File: src/rtl/riscv_pkg.sv
// Shared definitions for the fetch/decode front end.
// Holds the RV32I opcode constants, the NOP word placed in an empty
// instruction register, the fetch-stage state encoding, the bit positions
// of the decode fields, and a helper that word-aligns a branch target.
package riscv_pkg;

    localparam logic [6:0] OP_LOAD   = 7'b0000011;
    localparam logic [6:0] OP_STORE  = 7'b0100011;
    localparam logic [6:0] OP_BRANCH = 7'b1100011;
    localparam logic [6:0] OP_IMM    = 7'b0010011;
    localparam logic [6:0] OP_REG    = 7'b0110011;

    // addi x0,x0,0
    localparam logic [31:0] INSTR_NOP = 32'h0000_0013;

    typedef enum logic [1:0] {
        REQUISITA = 2'b00,
        CHEIO     = 2'b01,
        DESCARTA  = 2'b10
    } estado_t;

    localparam int OPCODE_MSB = 6;
    localparam int OPCODE_LSB = 0;
    localparam int RD_MSB     = 11;
    localparam int RD_LSB     = 7;
    localparam int F3_MSB     = 14;
    localparam int F3_LSB     = 12;
    localparam int RS1_MSB    = 19;
    localparam int RS1_LSB    = 15;
    localparam int RS2_MSB    = 24;
    localparam int RS2_LSB    = 20;
    localparam int F7_MSB     = 31;
    localparam int F7_LSB     = 25;

    // Instructions are word aligned; the low two address bits are dropped.
    function automatic logic [31:0] alinha(input logic [31:0] endereco);
        return endereco & 32'hFFFF_FFFC;
    endfunction

endpackage

File: src/rtl/estagio_busca_if.sv
// Instruction-memory bus between the fetch stage and instruction memory.
//   mem_requisicao : request from fetch stage
//   mem_endereco   : fetch address (held while the request is pending)
//   mem_pronto     : memory completes the request, mem_dado valid
//   mem_dado       : fetched instruction word
// master = fetch stage, slave = memory.
interface estagio_busca_if;
    logic        mem_requisicao;
    logic [31:0] mem_endereco;
    logic        mem_pronto;
    logic [31:0] mem_dado;

    modport master (output mem_requisicao, output mem_endereco,
                    input  mem_pronto,     input  mem_dado);
    modport slave  (input  mem_requisicao, input  mem_endereco,
                    output mem_pronto,     output mem_dado);
endinterface

File: src/rtl/estagio_busca_contador_programa.sv
// Program counter register.
//   clk, rst      : clock, asynchronous active-high reset (loads PC_INICIAL)
//   i_carregar    : load i_valor (word aligned); has priority over increment
//   i_incrementar : advance by 4, modulo 2^32
//   o_pc          : current program counter
module contador_programa
    import riscv_pkg::*;
#(
    parameter logic [31:0] PC_INICIAL = 32'h0000_0000
) (
    input  logic        clk,
    input  logic        rst,
    input  logic        i_carregar,
    input  logic        i_incrementar,
    input  logic [31:0] i_valor,
    output logic [31:0] o_pc
);

    logic [31:0] r_pc;

    // PC register: load beats increment, otherwise hold.
    always_ff @(posedge clk or posedge rst) begin
        if (rst) begin
            r_pc <= PC_INICIAL;
        end else if (i_carregar) begin
            r_pc <= alinha(i_valor);
        end else if (i_incrementar) begin
            r_pc <= r_pc + 32'd4;
        end else begin
            r_pc <= r_pc;
        end
    end

    assign o_pc = r_pc;

endmodule

File: src/rtl/estagio_busca.sv
// Instruction-fetch stage feeding the control unit.
//   clk, reset      : clock, asynchronous active-high reset
//   mem             : instruction-memory bus (master side)
//   consumir        : decode accepts instrucao this cycle
//   desvio_tomado   : single-cycle redirect strobe from execute
//   alvo_desvio     : redirect target
//   instrucao       : instruction register, pc_instrucao its address
//   instrucao_valida: instrucao is valid for decode
//   codigo_operacao, funcao3, funcao7, rd, rs1, rs2 : decode field slices
// One request outstanding at a time; no prefetch while an instruction is held.
module estagio_busca
    import riscv_pkg::*;
#(
    parameter logic [31:0] PC_INICIAL = 32'h0000_0000
) (
    input  logic            clk,
    input  logic            reset,
    estagio_busca_if.master mem,
    input  logic            consumir,
    input  logic            desvio_tomado,
    input  logic [31:0]     alvo_desvio,
    output logic [31:0]     instrucao,
    output logic [31:0]     pc_instrucao,
    output logic            instrucao_valida,
    output logic [6:0]      codigo_operacao,
    output logic [2:0]      funcao3,
    output logic [6:0]      funcao7,
    output logic [4:0]      rd,
    output logic [4:0]      rs1,
    output logic [4:0]      rs2
);

    estado_t     r_estado;
    estado_t     w_prox_estado;
    logic [31:0] r_alvo_pendente;
    logic [31:0] w_alvo_pendente_prox;
    logic [31:0] r_instrucao;
    logic [31:0] r_pc_instrucao;
    logic        r_instrucao_valida;
    logic [31:0] w_pc;
    logic        w_carregar;
    logic        w_incrementar;
    logic [31:0] w_valor_carga;
    logic        w_captura;
    logic        w_anula;
    logic        w_consome;

    contador_programa #(.PC_INICIAL(PC_INICIAL)) u_pc (
        .clk           (clk),
        .rst           (reset),
        .i_carregar    (w_carregar),
        .i_incrementar (w_incrementar),
        .i_valor       (w_valor_carga),
        .o_pc          (w_pc)
    );

    // Next-state and datapath control decode.
    always_comb begin
        w_prox_estado        = r_estado;
        w_carregar           = 1'b0;
        w_incrementar        = 1'b0;
        w_valor_carga        = alvo_desvio;
        w_alvo_pendente_prox = r_alvo_pendente;
        w_captura            = 1'b0;
        w_anula              = 1'b0;
        w_consome            = 1'b0;
        case (r_estado)
            REQUISITA: begin
                if (mem.mem_pronto && !desvio_tomado) begin
                    w_captura     = 1'b1;
                    w_incrementar = 1'b1;
                    w_prox_estado = CHEIO;
                end else if (mem.mem_pronto) begin
                    // Returned word belongs to the wrong path: drop it.
                    w_carregar = 1'b1;
                end else if (desvio_tomado) begin
                    w_alvo_pendente_prox = alvo_desvio;
                    w_prox_estado        = DESCARTA;
                end else begin
                    w_prox_estado = REQUISITA;
                end
            end
            DESCARTA: begin
                // The old request must complete before the address may move.
                if (mem.mem_pronto) begin
                    w_carregar    = 1'b1;
                    w_valor_carga = desvio_tomado ? alvo_desvio : r_alvo_pendente;
                    w_prox_estado = REQUISITA;
                end else if (desvio_tomado) begin
                    w_alvo_pendente_prox = alvo_desvio;
                end else begin
                    w_prox_estado = DESCARTA;
                end
            end
            CHEIO: begin
                if (desvio_tomado) begin
                    w_anula       = 1'b1;
                    w_carregar    = 1'b1;
                    w_prox_estado = REQUISITA;
                end else if (consumir) begin
                    w_consome     = 1'b1;
                    w_prox_estado = REQUISITA;
                end else begin
                    w_prox_estado = CHEIO;
                end
            end
            default: begin
                w_prox_estado = REQUISITA;
            end
        endcase
    end

    // State register.
    always_ff @(posedge clk or posedge reset) begin
        if (reset) begin
            r_estado <= REQUISITA;
        end else begin
            r_estado <= w_prox_estado;
        end
    end

    // Pending redirect target captured while a request is in flight.
    always_ff @(posedge clk or posedge reset) begin
        if (reset) begin
            r_alvo_pendente <= 32'h0000_0000;
        end else begin
            r_alvo_pendente <= w_alvo_pendente_prox;
        end
    end

    // Instruction register, its PC and the valid flag.
    always_ff @(posedge clk or posedge reset) begin
        if (reset) begin
            r_instrucao        <= INSTR_NOP;
            r_pc_instrucao     <= 32'h0000_0000;
            r_instrucao_valida <= 1'b0;
        end else if (w_captura) begin
            r_instrucao        <= mem.mem_dado;
            r_pc_instrucao     <= w_pc;
            r_instrucao_valida <= 1'b1;
        end else if (w_anula) begin
            r_instrucao        <= INSTR_NOP;
            r_instrucao_valida <= 1'b0;
        end else if (w_consome) begin
            r_instrucao_valida <= 1'b0;
        end else begin
            r_instrucao_valida <= r_instrucao_valida;
        end
    end

    // No request while reset is held, even though the state reads REQUISITA.
    assign mem.mem_requisicao = !reset && (r_estado != CHEIO);
    assign mem.mem_endereco   = w_pc;

    assign instrucao        = r_instrucao;
    assign pc_instrucao     = r_pc_instrucao;
    assign instrucao_valida = r_instrucao_valida;
    assign codigo_operacao  = r_instrucao[OPCODE_MSB:OPCODE_LSB];
    assign funcao3          = r_instrucao[F3_MSB:F3_LSB];
    assign funcao7          = r_instrucao[F7_MSB:F7_LSB];
    assign rd               = r_instrucao[RD_MSB:RD_LSB];
    assign rs1              = r_instrucao[RS1_MSB:RS1_LSB];
    assign rs2              = r_instrucao[RS2_MSB:RS2_LSB];

endmodule
File: src/flat_wrapper.sv
// flat-port wrapper written by rule: the top's interface ports become plain ports
module estagio_busca_flat import riscv_pkg::*;
#(
    parameter logic [31:0] PC_INICIAL = 32'h0000_0000
)
  (clk, reset, consumir, desvio_tomado, alvo_desvio, instrucao, pc_instrucao, instrucao_valida, codigo_operacao, funcao3, funcao7, rd, rs1, rs2, mem_mem_requisicao, mem_mem_endereco, mem_mem_pronto, mem_mem_dado);
  estagio_busca_if mem_i ();
  input  logic clk;
  input  logic reset;
  input  logic consumir;
  input  logic desvio_tomado;
  input  logic [31:0] alvo_desvio;
  output logic [31:0] instrucao;
  output logic [31:0] pc_instrucao;
  output logic instrucao_valida;
  output logic [6:0] codigo_operacao;
  output logic [2:0] funcao3;
  output logic [6:0] funcao7;
  output logic [4:0] rd;
  output logic [4:0] rs1;
  output logic [4:0] rs2;
  output wire logic [$bits(mem_i.mem_requisicao)-1:0] mem_mem_requisicao;
  output wire logic [$bits(mem_i.mem_endereco)-1:0] mem_mem_endereco;
  input wire logic [$bits(mem_i.mem_pronto)-1:0] mem_mem_pronto;
  input wire logic [$bits(mem_i.mem_dado)-1:0] mem_mem_dado;
  assign mem_mem_requisicao = mem_i.mem_requisicao;
  assign mem_mem_endereco = mem_i.mem_endereco;
  assign mem_i.mem_pronto = mem_mem_pronto;
  assign mem_i.mem_dado = mem_mem_dado;
  estagio_busca #(.PC_INICIAL(PC_INICIAL)) u_core (.clk(clk), .reset(reset), .mem(mem_i), .consumir(consumir), .desvio_tomado(desvio_tomado), .alvo_desvio(alvo_desvio), .instrucao(instrucao), .pc_instrucao(pc_instrucao), .instrucao_valida(instrucao_valida), .codigo_operacao(codigo_operacao), .funcao3(funcao3), .funcao7(funcao7), .rd(rd), .rs1(rs1), .rs2(rs2));
endmodule
File: config.mk
export PLATFORM = sky130hd
export DESIGN_NAME = estagio_busca_flat
export DESIGN_NICKNAME = d
export VERILOG_FILES = /design/src/rtl/riscv_pkg.sv /design/src/rtl/estagio_busca_if.sv /design/src/rtl/estagio_busca_contador_programa.sv /design/src/rtl/estagio_busca.sv /design/src/flat_wrapper.sv
export SDC_FILE = /design/constraint.sdc
export NUM_CORES = 1
export LEC_CHECK = 0
export CAP_MARGIN = 20
export CORE_MARGIN = 5
export CORE_UTILIZATION = 50
export DETAILED_ROUTE_END_ITERATION = 12
export PLACE_DENSITY = 0.95
export SLEW_MARGIN = 25
export SYNTH_ARGS = -nofsm -noshare
export SYNTH_HDL_FRONTEND = slang
export SYNTH_SLANG_ARGS = --single-unit
File: constraint.sdc
create_clock -name clk -period 12 [get_ports clk]
set_clock_uncertainty 0.15 [all_clocks]
set_input_delay 2.4 -clock clk [delete_from_list [all_inputs] [get_ports clk]]
set_output_delay 2.4 -clock clk [all_outputs]
set_load 0.05 [all_outputs]
==> qor.yml, run 1 <==
min_path:
  min_path_type: "flop to flop"
floorplan:
  coreArea_um2: 11900
  ios: 199
  die_x_um: 120
  fp.dieH_um: 120
  dieArea_um2: 14300
  start_util: 0.506
  rows: 40
sta:
  rsz0062_at_grt: "no"
  max_slew_margin: 0.334
  fmax_mhz: 157
  fin_crit_ns: 6.37
  hold-worst-slack_ns: 0.318
  finalSetupViolations: 0
  finalCritPeriodShare: 0.531
  drv_slew: 0
  layout_setup_ws_ns: 5.63
  fin_setup_tns_ns: 0
  worst_pin_slew_ns: 0.996
  final-hold-violation-count: 0
grt:
  track_usage: 0.257
  grt-ovfl-total: 0
  grt_max_degree: 76
  grt_pass1_vias: 5374
  grt_pass1_wl_um: 29000
  antenna_found_initial: 0
placement:
  io_buffers: 192
  dp_hpwl_um: 12600
  gp_congestion: 0.883
  post-place-ws_ns: 5.64
clocking:
  clk_path_buf_depth: 2
  cts_hold_buf: 0
  cts_tree: "yes"
  clock_sinks: 125
  post_cts_resized: 0
  clock_latency_ns: 0.42
  root_buffer: "clkbuf_16"
  ctsHtreeMaxLevel: 4
  cts_made_buffers: 17
  clk_pin_slew_ns: 0.05
  cts_setup_buffers: 0
route:
  post_drt_via_cell_ratio: 5.89
  totalWireLength_um: 18600
  drt_iter0_markers: 722
  ant_nets: 0
  drt_first_pass_iters: 5
  drc: 0
  vias: 5353
  wl_per_cell_um: 20.5
yosys:
  syn_inst: 605
  ys_types: 54
  synth_most_common_cell: "nand2_1"
  ys_seq_area_frac: 0.520
  synth_area_leader_cell: "dfrtp_1"
  synth.area.top_cells: "dfrtp_1 (51%), nand2_1 (8.7%), mux2_2 (6.0%)"
  synth_common_cells: "nand2_1 (139), dfrtp_1 (122), buf_4 (36)"
  synthesis.area_um2: 6020
  ys_async_sr_fraction: 1.00
  synth_seq_cells: 125
  synth_ff_type: "dfrtp_1"
  synth_top_area_share: 0.507
  avgSynthCellArea_um2: 9.96
  synth-edff-count: 0
  yosys_warnings: 0
layout:
  fin_nets: 820
  antenna_cells: 0
  utilization: 0.707
  drive_gt1_frac: 0.102
  areaGrowthSynthToFinish_pct: 39.8
worst_setup_path:
  cp-start-kind: "input port"
  cp_max_fo: 2
  cp.required_ns: 9.45
  rrSetupSlack_ns: 8.97
  path_class: "input port to output port"
  crit_path_end_kind: "output port"
  worstPathArrival_ns: 3.82
pwr:
  clkPwrFrac: 0.281
  seqPwrFrac: 0.322
  leakage_nw: 3.62
  vdd_ir_drop_max_v: 0.0000971
  intPower_w: 0.00114
  power_switching_w: 0.000783
  combPwrFrac: 0.397
  total_power_w: 0.00192
  switching_share: 0.408
  powerDensity_nw_per_um2: 228
flow_run:
  drv_cap: 0
outcome:
  status: "complete, no violations"
==> power groups by stage <==
stage / Clock (W) / Combinational [W] / Sequential, W
detailed placement: 0 / 0.000758 / 0.000620
global route: 0.000567 / 0.000793 / 0.000631
floorplan: 0 / 0.000265 / 0.000856
finish: 0.000540 / 0.000762 / 0.000620
global placement: 0 / 0.000742 / 0.000611
CTS: 0.000542 / 0.000764 / 0.000616
==> path summary, 6_finish.rpt <==
| kind | startpoint | to | cells after the start |
|---|---|---|---|
| max reg2reg | u_core.r_estado[0] | u_core.u_pc.o_pc[21] | 5 |
| min reg2reg | u_core.pc_instrucao[27] | u_core.pc_instrucao[27] | 2 |
| min | u_core.pc_instrucao[27] | u_core.pc_instrucao[27] | 2 |
| max | reset | mem_mem_requisicao | 3 |
| max in group asynchronous | reset | u_core.instrucao[24] | 3 |
| min in group asynchronous | reset | u_core.instrucao_valida | 2 |
==> critical path: stages <==
cell and delay (ns):
clkdlybuf4s50_1 0.46, a21oi_1 0.14, clkdlybuf4s50_1 0.82
==> state kept, by name, summed over array words and instances, names as in the netlist <==
signal                   count
u_core.r_alvo_pendente      30
u_core.pc_instrucao         30
u_core.instrucao            32
u_core.u_pc.o_pc            30
u_core.r_estado              2
u_core.instrucao_valida      1
==> kinds of logic (layout without fill, tap and decap cells) <==
| family | count (synthesis) | count (layout) | synth area share |
|---|---|---|---|
| mux | 51 | 51 | 0.0916 |
| buf+inv | 79 | 233 | 0.0733 |
| simple gates | 235 | 235 | 0.177 |
| other cells | 1 | 4 | 0.000623 |
| fa+ha+maj | 1 | 1 | 0.00208 |
| flops | 125 | 125 | 0.520 |
| compound gates | 101 | 101 | 0.118 |
| xor+xnor | 12 | 12 | 0.0174 |
==> layout by cell type, fill, tap and decap left out, types with 4 or more instances in the layout <==
cell type          n
inv_1              4
a22oi_1            6
nor2_1            25
o21ai_0           17
a31oi_1            7
and3_1            13
a22o_1            29
clkbuf_1           5
nand4_1           12
clkbuf_16         17
nand3_1           12
bufinv_16          4
buf_4              5
conb_1             4
nand2_1          138
dfrtp_1          122
xnor2_1            7
a21oi_1           19
or4_1              5
nor3_1            11
mux2i_1           18
xor2_1             5
mux2_2            32
clkdlybuf4s50_1  192
==> cell type report <==
cell class,instances,area [um^2]
Tap cell,147,184
Clock inverter,6,133
Fill cell,799,3490
Inverter,5,21.3
Clock buffer,25,485
Sequential cell,125,3130
Timing Repair Buffer,197,1960
Multi-Input combinational cell,404,2510
==> per-layer routing <==
metal | vias up | GRT usage | share of wire
met1 | 2629 | 0.325 | 0.39
li1 | 2383 | - | -
met2 | 291 | 0.417 | 0.50
met5 | - | 0 | 0
met3 | 50 | 0.0702 | 0.076
met4 | 0 | 0.110 | 0.030
==> per-stage QoR <==
stage | instance area (um^2) | cells
6_report | 8420 | 909
2_1_floorplan | 6030 | 608
3_3_place_gp | 7800 | 878
3_5_place_dp | 7800 | 878
4_1_cts | 8410 | 909
5_1_grt | 8420 | 909
No activity file was read; power rests on OpenSTA's default activity.
==> run 2, diff against run 1 <==
--- a/config.mk
+++ b/config.mk
@@ -7,9 +7,9 @@
 export LEC_CHECK = 0
 export CAP_MARGIN = 20
 export CORE_MARGIN = 5
-export CORE_UTILIZATION = 50
+export CORE_UTILIZATION = 42
 export DETAILED_ROUTE_END_ITERATION = 12
-export PLACE_DENSITY = 0.95
+export PLACE_DENSITY = 0.88
 export SLEW_MARGIN = 25
 export SYNTH_ARGS = -nofsm -noshare
 export SYNTH_HDL_FRONTEND = slang
==> constraint.sdc (replaced) <==
create_clock -name clk -period 5.4 [get_ports clk]
set_clock_uncertainty 0.15 [all_clocks]
set_input_delay 1.08 -clock clk [delete_from_list [all_inputs] [get_ports clk]]
set_output_delay 1.08 -clock clk [all_outputs]
set_load 0.05 [all_outputs]
==> run 2 against run 1 <==
Compared with the run above: via count down 4.1%; routed wire length down 1.8%; sequential cell count unchanged; register-to-register slack worse by 6.6 ns; clock-buffer cell count up 1; hold slack better by 0.0020 ns; sequential power up 120%; global-route usage down 4.3 points; combinational power up 120%; clock power up 120%; setup slack worse by 4.0 ns; cell count up 4.2%.
==> qor.yml, run 2 (synthesis results as in run 1) <==
outcome:
  status: "complete, no violations"
layout:
  areaGrowthSynthToFinish_pct: 40.9
  final_cell_mix: "clkdlybuf4s50_1 (192), nand2_1 (138), dfrtp_1 (122)"
  fin_nets: 824
  largest_register_ffs: 32
  antenna_cells: 0
  fill_cells: 1139
  seqCellArea_um2: 3130
  multi_input_area_um2: 2500
  drive_gt1_frac: 0.110
  final_common_cell: "clkdlybuf4s50_1"
clocking:
  cts_setup_buffers: 0
  clk_path_buf_depth: 2
  cts_made_buffers: 17
  ctsHtreeMaxLevel: 4
  cts_tree: "yes"
  root_buffer: "clkbuf_16"
  clock_sinks: 125
  clk_pin_slew_ns: 0.05
  clock_latency_ns: 0.41
  cts_hold_buf: 0
  post_cts_resized: 0
worst_setup_path:
  cp_max_fo: 15
  reg2regPathDepth: 5
  r2r_end: "u_core.u_pc.o_pc[21]"
  cp_slowest_cell: "clkdlybuf4s50_1"
  path_class: "flop to output port"
  rr_startpoint: "u_core.r_estado[0]"
  critPathTopFamily: "buffers and inverters"
  cp.required_ns: 4.17
  worstPathArrival_ns: 2.53
  cp-start-kind: "flop"
  crit_path_end_kind: "output port"
  rrSetupSlack_ns: 2.38
  cpPeakStageDelay_ns: 0.82
  critPathBufInv: 2
  path_cells: "inv_1 -> a21oi_1 -> clkdlybuf4s50_1"
flow_run:
  drv_cap: 0
pwr:
  leakage_nw: 3.64
  vdd_ir_drop_max_v: 0.000292
  powerDensity_nw_per_um2: 500
route:
  drc: 0
  post_drt_via_cell_ratio: 5.42
  vias: 5135
  drt_first_pass_iters: 5
  totalWireLength_um: 18300
  ant_nets: 0
  wl_per_cell_um: 19.3
  drt_iter0_markers: 466
grt:
  track_usage: 0.214
  grt-ovfl-total: 0
  grt_max_degree: 67
  antenna_found_initial: 1
  grt_pass1_vias: 5078
  grt_pass1_wl_um: 28000
placement:
  post-place-ws_ns: 1.39
  dp_hpwl_um: 12700
  io_buffers: 192
  gp_congestion: 0.840
sta:
  fmax_mhz: 266
  fin_crit_ns: 3.76
  layout_setup_ws_ns: 1.64
  finalSetupViolations: 0
  worst_pin_slew_ns: 0.814
  finalCritPeriodShare: 0.697
  fin_setup_tns_ns: 0
  final-hold-violation-count: 0
  max_slew_margin: 0.456
  rsz0062_at_grt: "no"
  drv_slew: 0
floorplan:
  coreArea_um2: 14000
  start_util: 0.431
  dieArea_um2: 16800
  die_x_um: 130
  fp.dieH_um: 130
  rows: 43
  ios: 199
min_path:
  min_to: "u_core.pc_instrucao[22]"
  min_path_type: "flop to flop"
  holdPathStages: 2
  hp-start: "u_core.pc_instrucao[22]"
[run 2: power by group]
part | internal [W] | switching [W] | leakage (nW)
Sequential | 0.00115 | 0.000220 | 1.49
Clock | 0.000786 | 0.000399 | 0.304
Combinational | 0.000575 | 0.00111 | 1.85
[run 2: metrics by stage]
stage	util	hold slack (ns)	power, W	instances	instance area [um^2]
floorplan	-	0.325	0.00249	608	6030
CTS	0.606	0.327	0.00426	947	8480
detailed placement	0.562	0.313	0.00306	915	7870
global route	0.607	0.340	0.00441	947	8480
global placement	0.562	0.308	0.00303	915	7870
finish	0.607	0.320	0.00424	947	8480
[run 2: cell type report]
class / instances / area share
Timing Repair Buffer: 201 / 0.234
Multi-Input combinational cell: 404 / 0.295
Sequential cell: 125 / 0.369
Tap cell: 180 / 0.0265
Clock inverter: 6 / 0.0124
Clock buffer: 26 / 0.0600
Inverter: 5 / 0.00251
[run 2: worst max-delay path by stage]
stage	start	endpoint	slack, ns	cells past startpoint
after detailed placement	mem_mem_pronto	u_core.u_pc.o_pc[21]	1.39	6
after global placement	mem_mem_pronto	u_core.u_pc.o_pc[21]	1.42	6
final	u_core.r_estado[1]	mem_mem_requisicao	1.64	3
after floorplan	reset	u_core.instrucao[10]	0.85	1
after global routing	u_core.r_estado[1]	mem_mem_requisicao	1.52	3
after CTS	reset	mem_mem_requisicao	1.66	3
[run 2: worst register-to-register path: stages (launching register included)]
cell and delay (ns):
dfrtp_1 0.61, or4b_2 0.93, or4_4 0.60, nor3_2 0.19, mux2_1 0.33, a31oi_1 0.14
[run 2: routing by layer]
metal	track usage	vias up	wire, um
met5	0	-	13
li1	-	2385	-
met1	0.285	2522	7520
met4	0.0990	2	604
met3	0.0524	39	1060
met2	0.332	187	9060
